<file path="src/rtl/mult_pkg.sv">
// Shared constants for the pipelined multiplier: operand width bounds and pipeline depth.
package mult_pkg;

  localparam int unsigned WidthDefault = 8;
  localparam int unsigned WidthMin     = 4;
  localparam int unsigned WidthMax     = 32;
  localparam int unsigned NumStages    = 3;

endpackage

</file>
<file path="src/rtl/adder_cell.sv">
// One-bit full adder; the building block of the carry-save reduction tree.
module adder_cell (
  input  logic a,
  input  logic b,
  input  logic cin,
  output logic sum,
  output logic cout
);

  assign sum  = a ^ b ^ cin;
  assign cout = (a & b) | (a & cin) | (b & cin);

endmodule

</file>
<file path="src/rtl/pipelined_multi.sv">
// Three-stage valid/ready multiplier: partial products, carry-save reduction, final add.
// Signed operands use Baugh-Wooley sign correction so one array serves both modes.
module pipelined_multi
  import mult_pkg::*;
#(
  parameter int unsigned WIDTH  = WidthDefault,
  parameter int unsigned STAGES = NumStages
) (
  input  logic               clk,
  input  logic               rst_n,
  input  logic               in_valid,
  output logic               in_ready,
  input  logic [WIDTH-1:0]   ina,
  input  logic [WIDTH-1:0]   inb,
  input  logic               is_signed,
  output logic               out_valid,
  input  logic               out_ready,
  output logic [2*WIDTH-1:0] result_out
);

  localparam int unsigned PW = 2 * WIDTH;
  // Baugh-Wooley constant: +2^WIDTH + 2^(2*WIDTH-1), only applied in signed mode.
  localparam logic [PW-1:0] Corr = (PW'(1) << WIDTH) | (PW'(1) << (PW - 1));

  if (STAGES != NumStages) begin : g_bad_stages
    $error("pipelined_multi: STAGES must be 3");
  end
  if (WIDTH < WidthMin || WIDTH > WidthMax) begin : g_bad_width
    $error("pipelined_multi: WIDTH out of range 4..32");
  end

  // Handshake: each stage loads when empty or when its contents move on this cycle.
  logic v1_q, v2_q, v3_q;
  logic en1, en2, en3;

  assign en3       = !v3_q || out_ready;
  assign en2       = !v2_q || en3;
  assign en1       = !v1_q || en2;
  assign in_ready  = en1;
  assign out_valid = v3_q;

  always_ff @(posedge clk or negedge rst_n) begin
    if (!rst_n) begin
      v1_q <= 1'b0;
      v2_q <= 1'b0;
      v3_q <= 1'b0;
    end else begin
      if (en1) v1_q <= in_valid;
      if (en2) v2_q <= v1_q;
      if (en3) v3_q <= v2_q;
    end
  end

  // Stage 1: AND array, inverting cross terms that involve exactly one sign bit.
  logic [WIDTH-1:0] pp_d [WIDTH];
  logic [WIDTH-1:0] pp_q [WIDTH];
  logic             sgn1_q;

  for (genvar i = 0; i < WIDTH; i++) begin : g_pp_row
    for (genvar j = 0; j < WIDTH; j++) begin : g_pp_col
      localparam bit Flip = (i == WIDTH - 1) != (j == WIDTH - 1);
      assign pp_d[i][j] = (ina[j] & inb[i]) ^ (is_signed & Flip);
    end
  end

  always_ff @(posedge clk or negedge rst_n) begin
    if (!rst_n) begin
      pp_q   <= '{default: '0};
      sgn1_q <= 1'b0;
    end else if (en1 && in_valid) begin
      pp_q   <= pp_d;
      sgn1_q <= is_signed;
    end
  end

  // Stage 2: align rows and reduce WIDTH+1 rows to two with a chain of 3:2 compressors.
  logic [PW-1:0] rows [WIDTH+1];

  for (genvar i = 0; i < WIDTH; i++) begin : g_rows
    assign rows[i] = PW'(pp_q[i]) << i;
  end
  assign rows[WIDTH] = sgn1_q ? Corr : '0;

  for (genvar k = 2; k <= WIDTH; k++) begin : g_csa
    logic [PW-1:0] s_in, c_in, s, c;
    logic [PW-2:0] co;

    if (k == 2) begin : g_first
      assign s_in = rows[0];
      assign c_in = rows[1];
    end else begin : g_next
      assign s_in = g_csa[k-1].s;
      assign c_in = g_csa[k-1].c;
    end

    for (genvar n = 0; n < PW - 1; n++) begin : g_col
      adder_cell u_fa (
        .a   (s_in[n]),
        .b   (c_in[n]),
        .cin (rows[k][n]),
        .sum (s[n]),
        .cout(co[n])
      );
    end
    // Carry out of the top column falls outside the 2*WIDTH product.
    assign s[PW-1] = s_in[PW-1] ^ c_in[PW-1] ^ rows[k][PW-1];
    assign c       = {co, 1'b0};
  end

  logic [PW-1:0] sum2_q, car2_q;

  always_ff @(posedge clk or negedge rst_n) begin
    if (!rst_n) begin
      sum2_q <= '0;
      car2_q <= '0;
    end else if (en2 && v1_q) begin
      sum2_q <= g_csa[WIDTH].s;
      car2_q <= g_csa[WIDTH].c;
    end
  end

  // Stage 3: carry-propagate add.
  logic [PW-1:0] result_q;

  always_ff @(posedge clk or negedge rst_n) begin
    if (!rst_n) begin
      result_q <= '0;
    end else if (en3 && v2_q) begin
      result_q <= sum2_q + car2_q;
    end
  end

  assign result_out = result_q;

endmodule

</file>
<file path="config.mk">
export PLATFORM = sky130hd
export DESIGN_NAME = pipelined_multi
export DESIGN_NICKNAME = d
export VERILOG_FILES = /design/src/rtl/mult_pkg.sv /design/src/rtl/adder_cell.sv /design/src/rtl/pipelined_multi.sv
export SDC_FILE = /design/constraint.sdc
export NUM_CORES = 1
export LEC_CHECK = 0
export BUFFER_PORTS_ARGS = -buffer_cell sky130_fd_sc_hd__buf_4
export CORE_MARGIN = 1.5
export CORE_UTILIZATION = 30
export CTS_CLUSTER_SIZE = 24
export DETAILED_ROUTE_END_ITERATION = 7
export PLACE_DENSITY = 0.52
export SLEW_MARGIN = 30
export SYNTH_ARGS = -nofsm -noshare
export SYNTH_HDL_FRONTEND = slang
export SYNTH_SLANG_ARGS = --single-unit
export TNS_END_PERCENT = 5
</file>
<file path="constraint.sdc">
create_clock -name clk -period 10.9 [get_ports clk]
set_input_delay 1.09 -clock clk [delete_from_list [all_inputs] [get_ports clk]]
set_output_delay 1.09 -clock clk [all_outputs]
set_load 0.05 [all_outputs]
</file>
==> results.yml, run 1 <==
clocking:
  cts_max_level: 3
  cts_max_path_buffers: 2
  path_clk_slew_ns: 0.08
  clock_latency_ns: 0.37
  post_cts_buffers: 0
  ctsHoldBuffers: 0
  cts.repair.resized: 0
  root_buffer: "clkbuf_16"
  cts_buffers: 9
  cts_sinks: 108
  cts_tree: "done"
synth:
  yosysSeqAreaShare_pct: 45.9
  synth.distinct_cells: 43
  syn_area_mm2: 0.00589
  yosys-top-cells-area: "dfrtp_1 (46%), fa_1 (15%), nand2_1 (8.2%)"
  syn_inst: 552
  ys_seq_elements: 108
  synth_top_area_share_pct: 45.9
  synthArstFlopShare_pct: 100
  syn_nets: 637
  yosysTopAreaCell: "dfrtp_1"
  synth_ff_type: "dfrtp_1"
  syn_area_per_cell_um2: 10.7
  synth_edf_count: 0
  yosys_warnings: 0
hold_path:
  holdPathEnd: "pp_q[30]"
  min_path_cells: 2
  min_from: "pp_q[30]"
  min_path_type: "reg -> reg"
timing:
  rsz0062_at_grt: "no"
  finClkSkew_ns: 0.0149
  drv_slew: 0
  setup-tns-final_ns: 0
  setup_viol: 0
  max_slew_margin_pct: 47.4
  finalHoldViolations: 0
  hold_slack_ns: 0.486
  worst_slew_pin_slew_ns: 0.788
  fmax_ghz: 0.231
  min_period_over_period_pct: 39.7
  fin_crit_ns: 4.32
pwr:
  comb_power_share_pct: 46.5
  seq_power_share_pct: 33.2
  pwr-share-clk_pct: 20.3
  power.switching_mw: 0.665
  swShare_pct: 39.7
  vdd_drop_max_mv: 0.0847
  leakagePower_nw: 3.11
  pwr_density_cell_mw_per_mm2: 252
  p_int_mw: 1.01
drt:
  wl_met3_um: 242
  wl_mm: 11.0
  dr_wl_met2_mm: 5.43
  first_pass_iters: 4
  top_layer: "met4"
  routed_via_density: 4.41
  drtIter0Drc: 184
  postRouteAntennaNets: 0
  wl_per_cell_um: 13.2
  vias: 3678
  drc_errors: 0
  wl_met1_mm: 5.10
worst_setup_path:
  reg2reg_from: "pp_q[45]"
  cp.required_ns: 11.15
  cp_common_cell: "fa_1"
  cpPeakStageDelay_ns: 0.55
  slowest_stage: "fa_1"
  r2r_slack_ns: 6.58
  arrival_ns: 4.57
  cp-end-kind: "flip-flop"
  path_buf_inv: 2
  path_cells: "fa_1 > fa_1 > fa_1 > fa_1 > fa_1 > inv_1 > fa_1 > inv_1 > fa_1 > mux2_2"
  critPathTopFamily: "adder cells"
  ff2ff_path_depth: 10
  critPathLaunchType: "flip-flop"
  timing_worst_setup_path_type: "reg -> reg"
  timing.rr.end: "sum2_q[8]"
  cp_max_fo: 2
finish:
  layout-drive-gt1-share_pct: 16.5
  regArea_mm2: 0.00270
  stdcell_area_mm2: 0.00665
  n_antenna_cell: 0
  multiInputGateArea_mm2: 0.00284
  mostFrequentLayoutCells: "nand2_1 (127), dfrtp_1 (108), o21ai_0 (57)"
  syn2layout_area_growth_pct: 12.9
  final_common_cell: "nand2_1"
  num-nets-final: 649
  final_cells: 834
  n_fill_cell: 1908
place:
  io_buffers: 38
  gp_congestion: 0.746
  place_area_mm2: 0.00633
  dp_cells: 818
  hpwl_mm: 7.97
die:
  io_pins: 39
  start_util_pct: 30.5
  core-area_mm2: 0.0193
  die_w_um: 143
  die-area_mm2: 0.0205
  rows: 51
  die_y_um: 143
outcome:
  status: "finished clean"
global_route:
  grt_pass1_vias: 3831
  grt_pass1_wl_mm: 18.6
  grt_max_degree: 130
  antenna_found_initial: 0
  grt-ovfl-total: 0
  grt_usage_pct: 11.7
run:
  cap_violations: 0
[state kept, by name (all words and copies together), names as in the netlist]
register,cells
car2_q,8
sum2_q,16
result_out,16
out_valid,1
g_csa.s_in,8
v2_q,1
v1_q,1
pp_q,48
sgn1_q,1
g_csa.c_in,8
[metrics by stage]
step / utilization (%) / total power, mW / setup slack, ns
2_1_floorplan: - / 1.16 / 6.70
3_3_place_gp: 32.7 / 1.34 / 6.58
3_5_place_dp: 32.7 / 1.36 / 6.55
4_1_cts: 34.4 / 1.72 / 6.53
5_1_grt: 34.4 / 1.84 / 6.43
6_report: 34.4 / 1.67 / 6.58
[synth_stat cells, drive strengths merged (2+ instances only)]
cell / count
dfrtp: 108
nand3: 2
xnor2: 12
nor2: 13
a21oi: 12
fa: 43
o31ai: 2
nor2b: 3
nand2: 129
mux2: 35
inv: 45
o21bai: 2
nand2b: 3
nand4b: 4
buf: 33
a21o: 2
and3: 2
clkbuf: 5
xor2: 4
a211oi: 3
o21ai: 58
ha: 21
[cell families (layout without fill, tap and decap cells)]
family	after synthesis	after routing	share of synthesized area (%)
flip-flops	108	108	45.9
adder cells (fa/ha/maj)	64	64	19.1
AO/OA/AOI/OAI	85	85	8.07
XOR/XNOR	16	16	2.38
buffers and inverters	83	100	6.29
multiplexers	35	35	6.76
AND/OR/NAND/NOR	161	161	11.5
[metal layers]
layer / track usage, % / vias to the layer above
met2: 19.7 / 41
li1: - / 1791
met4: 5.53 / 0
met1: 14.7 / 1835
met5: 0 / -
met3: 1.91 / 11
[worst max path at each step]
stage                     startpoint  cells after the start   endpoint
final                       pp_q[45]                     10  sum2_q[8]
after global routing        pp_q[45]                     10  sum2_q[8]
after CTS                   pp_q[45]                     10  sum2_q[8]
after detailed placement    pp_q[45]                     10  sum2_q[8]
after global placement      pp_q[45]                     10  sum2_q[8]
after floorplan             pp_q[45]                     10  sum2_q[8]
[worst register-to-register path: stages (launching register included)]
cell and delay (ns):
dfrtp_1 0.41, fa_1 0.51, fa_1 0.52, fa_1 0.52, fa_1 0.51, fa_1 0.55
inv_1 0.06, fa_1 0.39, inv_1 0.07, fa_1 0.40, mux2_2 0.27
[area by class of cell]
cell class	count	area share (%)
clock inverter	7	1.34
timing repair buffer	39	4.46
inverter	45	2.54
sequential	108	40.6
tap	265	4.99
clock buffer	9	3.39
multi-input combinational	361	42.6
[power groups by stage]
stage	logic [mW]	clock network, mW	registers [mW]
2_1_floorplan	0.504	0	0.653
4_1_cts	0.805	0.354	0.558
3_3_place_gp	0.782	0	0.563
3_5_place_dp	0.797	0	0.566
5_1_grt	0.898	0.371	0.570
6_report	0.779	0.340	0.556
Power figures use the tool's default switching activity.
==> inputs of run 2 (changes only) <==
- PLACE_DENSITY: 0.52 -> 0.54
- clock period: 10.9 -> 3.9 ns (I/O delays scaled with it)
==> results.yml, run 2 (synthesized netlist as in run 1, its figures left out) <==
global_route:
  use_met1_pct: 15.2
  grt-ovfl-total: 0
  grt_pass1_wl_mm: 18.4
  grt_usage_pct: 11.5
  grt_pass1_vias: 3805
  busiest_layer: "met2"
  use_met3_pct: 2.78
  grt_max_degree: 130
  grtUsageMet2_pct: 18.2
  antenna_found_initial: 0
clocking:
  cts_max_path_buffers: 2
  cts_tree: "done"
  root_buffer: "clkbuf_16"
  cts_sinks: 108
  cts_buffers: 9
  cts_max_level: 3
  clock_latency_ns: 0.37
  post_cts_buffers: 0
  path_clk_slew_ns: 0.08
die:
  rows: 51
  die_y_um: 143
  core-area_mm2: 0.0193
  die-area_mm2: 0.0205
  start_util_pct: 30.5
  die_w_um: 143
  io_pins: 39
finish:
  layout-drive-gt1-share_pct: 18.6
  final_cells: 834
  n_fill_cell: 1959
  utilization_pct: 34.5
  top_register: "pp_q"
  num-nets-final: 649
  n_antenna_cell: 0
  regArea_mm2: 0.00270
  largest_register_ffs: 48
  multiInputGateArea_mm2: 0.00287
  final_common_cell: "nand2_1"
  syn2layout_area_growth_pct: 13.3
  mostFrequentLayoutCells: "nand2_1 (127), dfrtp_1 (108), o21ai_0 (57)"
outcome:
  status: "finished with violations"
  violations: "setup timing"
timing:
  fmax_ghz: 0.245
  finalHoldViolations: 0
  setup-tns-final_ns: -0.657
  finClkSkew_ns: 0.0119
  setup_viol: 6
  rsz0062_at_grt: "yes"
  worst_slew_pin_slew_ns: 0.825
  min_period_over_period_pct: 105
  max_slew_margin_pct: 44.9
  fin_crit_ns: 4.09
  fin_ws_ns: -0.189
  drv_slew: 0
drt:
  wl_mm: 10.8
  drtIter0Drc: 198
  routed_via_density: 4.43
  first_pass_iters: 4
  wl_per_cell_um: 12.9
  postRouteAntennaNets: 0
  drc_errors: 0
  vias: 3695
pwr:
  vdd_drop_max_mv: 0.255
  pwr_density_cell_mw_per_mm2: 701
  power_mw: 4.68
  leakagePower_nw: 3.09
place:
  post-place-ws_ns: -0.201
  gp_congestion: 0.702
  dp_cells: 818
  hpwl_mm: 7.77
  io_buffers: 38
worst_setup_path:
  cp.required_ns: 4.15
  arrival_ns: 4.33
  critPathLaunchType: "flip-flop"
  cp_max_fo: 2
  cp-end-kind: "flip-flop"
  timing_worst_setup_path_type: "reg -> reg"
run:
  cap_violations: 0
hold_path:
  min_path_type: "in -> async"
run 2: cell counts in the layout (fill, tap and decap cells not counted):
Identical to the previous run, type by type.
run 2: path summary, 6_finish.rpt:
| path | from | to | cells past startpoint | slack (ns) |
|---|---|---|---|---|
| worst min register to register | pp_q[22] | pp_q[22] | 2 | 0.48 |
| worst max-delay path | g_csa[2].s_in[7] | sum2_q[8] | 8 | -0.19 |
| worst max register to register | g_csa[2].s_in[7] | sum2_q[8] | 8 | -0.19 |
| max in group asynchronous | rst_n | g_csa[2].c_in[4] | 2 | 3.31 |
| min in group clk | in_valid | v1_q | 2 | 0.27 |
| worst min-delay path | rst_n | result_out[10] | 2 | 0.02 |
run 2: per-layer routing:
layer  vias up  routed length [um]
li1       1790                   -
met1      1844                5090
met3        12                 303
met5         -                   0
met4         0                 191
met2        49                5190
run 2: worst max-delay path, cell delays in order (launching register included):
cell     delay (ns)
dfrtp_1        0.40
fa_1           0.55
fa_1           0.43
fa_1           0.40
fa_1           0.53
fa_1           0.43
fa_1           0.52
fa_1           0.43
mux2_2         0.27
run 2: final cells by class:
type	instances	area share [%]
sequential	108	40.5
timing repair buffer	39	4.58
multi-input combinational	361	43.0
inverter	45	2.53
clock inverter	7	0.994
tap	265	4.97
clock buffer	9	3.38
run 2: what timing repair did:
| action | CTS | global route |
|---|---|---|
| hold buffers | 0 | 0 |
| pin swaps | 2 | 2 |
| gates resized for setup | 2 | 7 |
| endpoints found under the setup margin | 8 | 9 |
run 2: per-stage QoR:
stage               hold WS, ns  instance area (um2)
finish                   0.0243                 6670
global route              0.146                 6670
CTS                       0.130                 6650
detailed placement        0.471                 6350
global placement          0.462                 6340
floorplan                0.0944                 5900
run 2: report_power, final:
| group | leakage (nW) | internal [mW] | switching (mW) |
|---|---|---|---|
| Combinational | 1.61 | 0.978 | 1.23 |
| Clock | 0.144 | 0.451 | 0.460 |
| Sequential | 1.34 | 1.40 | 0.160 |
==> inputs of run 3 (changes only) <==
--- a/config.mk
+++ b/config.mk
@@ -10,2 +10,3 @@
 export CORE_UTILIZATION = 30
+export CTS_CLUSTER_DIAMETER = 100
 export CTS_CLUSTER_SIZE = 24
==> constraint.sdc (replaced) <==
create_clock -name clk -period 3.9 [get_ports clk]
set_input_delay 0.585 -clock clk [delete_from_list [all_inputs] [get_ports clk]]
set_output_delay 0.585 -clock clk [all_outputs]
set_load 0.05 [all_outputs]
==> results.yml, run 3 (synthesized netlist as in run 1, its figures left out) <==
clocking:
  root_buffer: "clkbuf_16"
  path_clk_slew_ns: 0.07
  cts_max_level: 3
  clock_latency_ns: 0.36
  cts_buffers: 9
  cts_sinks: 108
  cts_tree: "done"
  ctsHoldBuffers: 0
  cts_max_path_buffers: 2
timing:
  setup_viol: 7
  hold_slack_ns: 0.298
  fin_crit_ns: 4.08
  fin_ws_ns: -0.176
  min_period_over_period_pct: 105
  finalHoldViolations: 0
  rsz0062_at_grt: "yes"
  max_slew_margin_pct: 44.2
  fmax_ghz: 0.245
  drv_slew: 0
  worst_slew_pin_slew_ns: 0.837
  finClkSkew_ns: 0.0149
finish:
  regArea_mm2: 0.00270
  syn2layout_area_growth_pct: 13.4
  final_cells: 837
  utilization_pct: 34.5
  mostFrequentLayoutCells: "nand2_1 (127), dfrtp_1 (108), o21ai_0 (57)"
  largest_register_ffs: 48
  top_register: "pp_q"
  num-nets-final: 652
  final_common_cell: "nand2_1"
  n_antenna_cell: 0
  multiInputGateArea_mm2: 0.00287
  layout-drive-gt1-share_pct: 19.1
  n_fill_cell: 1948
worst_setup_path:
  path_cells: "fa_1 > fa_1 > fa_1 > fa_1 > fa_1 > fa_1 > fa_1 > mux2_2"
  ff2ff_path_depth: 8
  timing_worst_setup_path_type: "reg -> reg"
  cp-end-kind: "flip-flop"
  arrival_ns: 4.31
  crit_end: "sum2_q[8]"
  cp_common_cell: "fa_1"
  cp_max_fo: 2
  cp.required_ns: 4.14
  r2r_slack_ns: -0.18
  cpPeakStageDelay_ns: 0.55
  reg2reg_from: "g_csa[2].s_in[7]"
  crit_start: "g_csa[2].s_in[7]"
  timing.rr.end: "sum2_q[8]"
  slowest_stage: "fa_1"
  critPathLaunchType: "flip-flop"
place:
  dp_cells: 821
  hpwl_mm: 8.12
  io_buffers: 38
  post-place-ws_ns: -0.175
  gp_congestion: 0.714
pwr:
  power_mw: 4.67
  pwr_density_cell_mw_per_mm2: 699
  pwr-share-clk_pct: 19.5
  p_int_mw: 2.83
  seq_power_share_pct: 33.4
  comb_power_share_pct: 47.2
  leakagePower_nw: 3.10
  power.switching_mw: 1.84
  vdd_drop_max_mv: 0.249
  swShare_pct: 39.5
die:
  start_util_pct: 30.5
  io_pins: 39
  core-area_mm2: 0.0193
  die_y_um: 143
  die-area_mm2: 0.0205
  die_w_um: 143
  rows: 51
global_route:
  grt-ovfl-total: 0
  grt_pass1_vias: 3762
  antenna_found_initial: 0
  grt_pass1_wl_mm: 18.5
  grt_max_degree: 104
  grt_usage_pct: 11.5
drt:
  wl_per_cell_um: 13.1
  drtIter0Drc: 200
  wl_met3_um: 322
  postRouteAntennaNets: 0
  vias: 3647
  dr_wl_met2_mm: 5.35
  routed_via_density: 4.36
  drc_errors: 0
  wl_met1_mm: 5.19
  first_pass_iters: 5
  wl_mm: 11.0
  top_layer: "met4"
outcome:
  status: "finished with violations"
  violations: "setup timing"
run:
  cap_violations: 0
hold_path:
  min_path_type: "in -> async"
[run 3: changes by cell type in the layout (fill, tap and decap cells not counted)]
cell      delta
buf_12       -1
buf_4        +4
clkinv_2     +1
clkinv_4     -3
inv_6        +2
[run 3: worst max-delay path, delay by kind of cell (launching register included)]
family / cells / cell delay, ns
flip-flops: 1 / 0.40
adder cells (fa/ha/maj): 7 / 3.29
multiplexers: 1 / 0.27
[run 3: what timing repair did]
item,in CTS,in global routing
setup endpoints to repair,9,10
gates cloned,0,0
pin swaps,2,1
buffers inserted,0,0
gates resized for setup,4,6
[run 3: area by class of cell]
cell class                      count  share of cell area, %
Sequential cell                   108                   40.5
Multi-Input combinational cell    361                   43.0
Inverter                           45                   2.53
Timing Repair Buffer               42                   4.72
Clock inverter                      7                  0.937
Clock buffer                        9                   3.37
Tap cell                          265                   4.97
[run 3: metrics by stage]
stage	cell area [um2]	setup TNS, ns
2_1_floorplan	5900	-0.182
3_3_place_gp	6350	-0.739
3_5_place_dp	6350	-0.891
4_1_cts	6660	-0.853
5_1_grt	6680	-1.55
6_report	6680	-0.654
[run 3: how the worst min path moves through the flow]
stage / slack [ns] / depth (start not counted) / endpoint
floorplan: 0.29 / 0 / car2_q[10]
global placement: 0.46 / 2 / pp_q[22]
detailed placement: 0.48 / 2 / pp_q[46]
CTS: 0.35 / 1 / result_out[12]
global route: 0.39 / 1 / result_out[9]
finish: 0.30 / 1 / result_out[9]
[run 3: power by group through the flow]
stage          sequential (mW)  clock [mW]  combinational (mW)
6_report                  1.56       0.909                2.20
5_1_grt                   1.60       0.990                2.54
4_1_cts                   1.57       0.938                2.26
3_5_place_dp              1.59           0                2.20
3_3_place_gp              1.58           0                2.18
2_1_floorplan             1.83           0                1.39
[run 3: routing by layer]
layer	track usage, %	up-vias
met5	0	-
met4	2.60	0
met3	3.12	7
met2	18.5	40
met1	15.5	1801
li1	-	1799
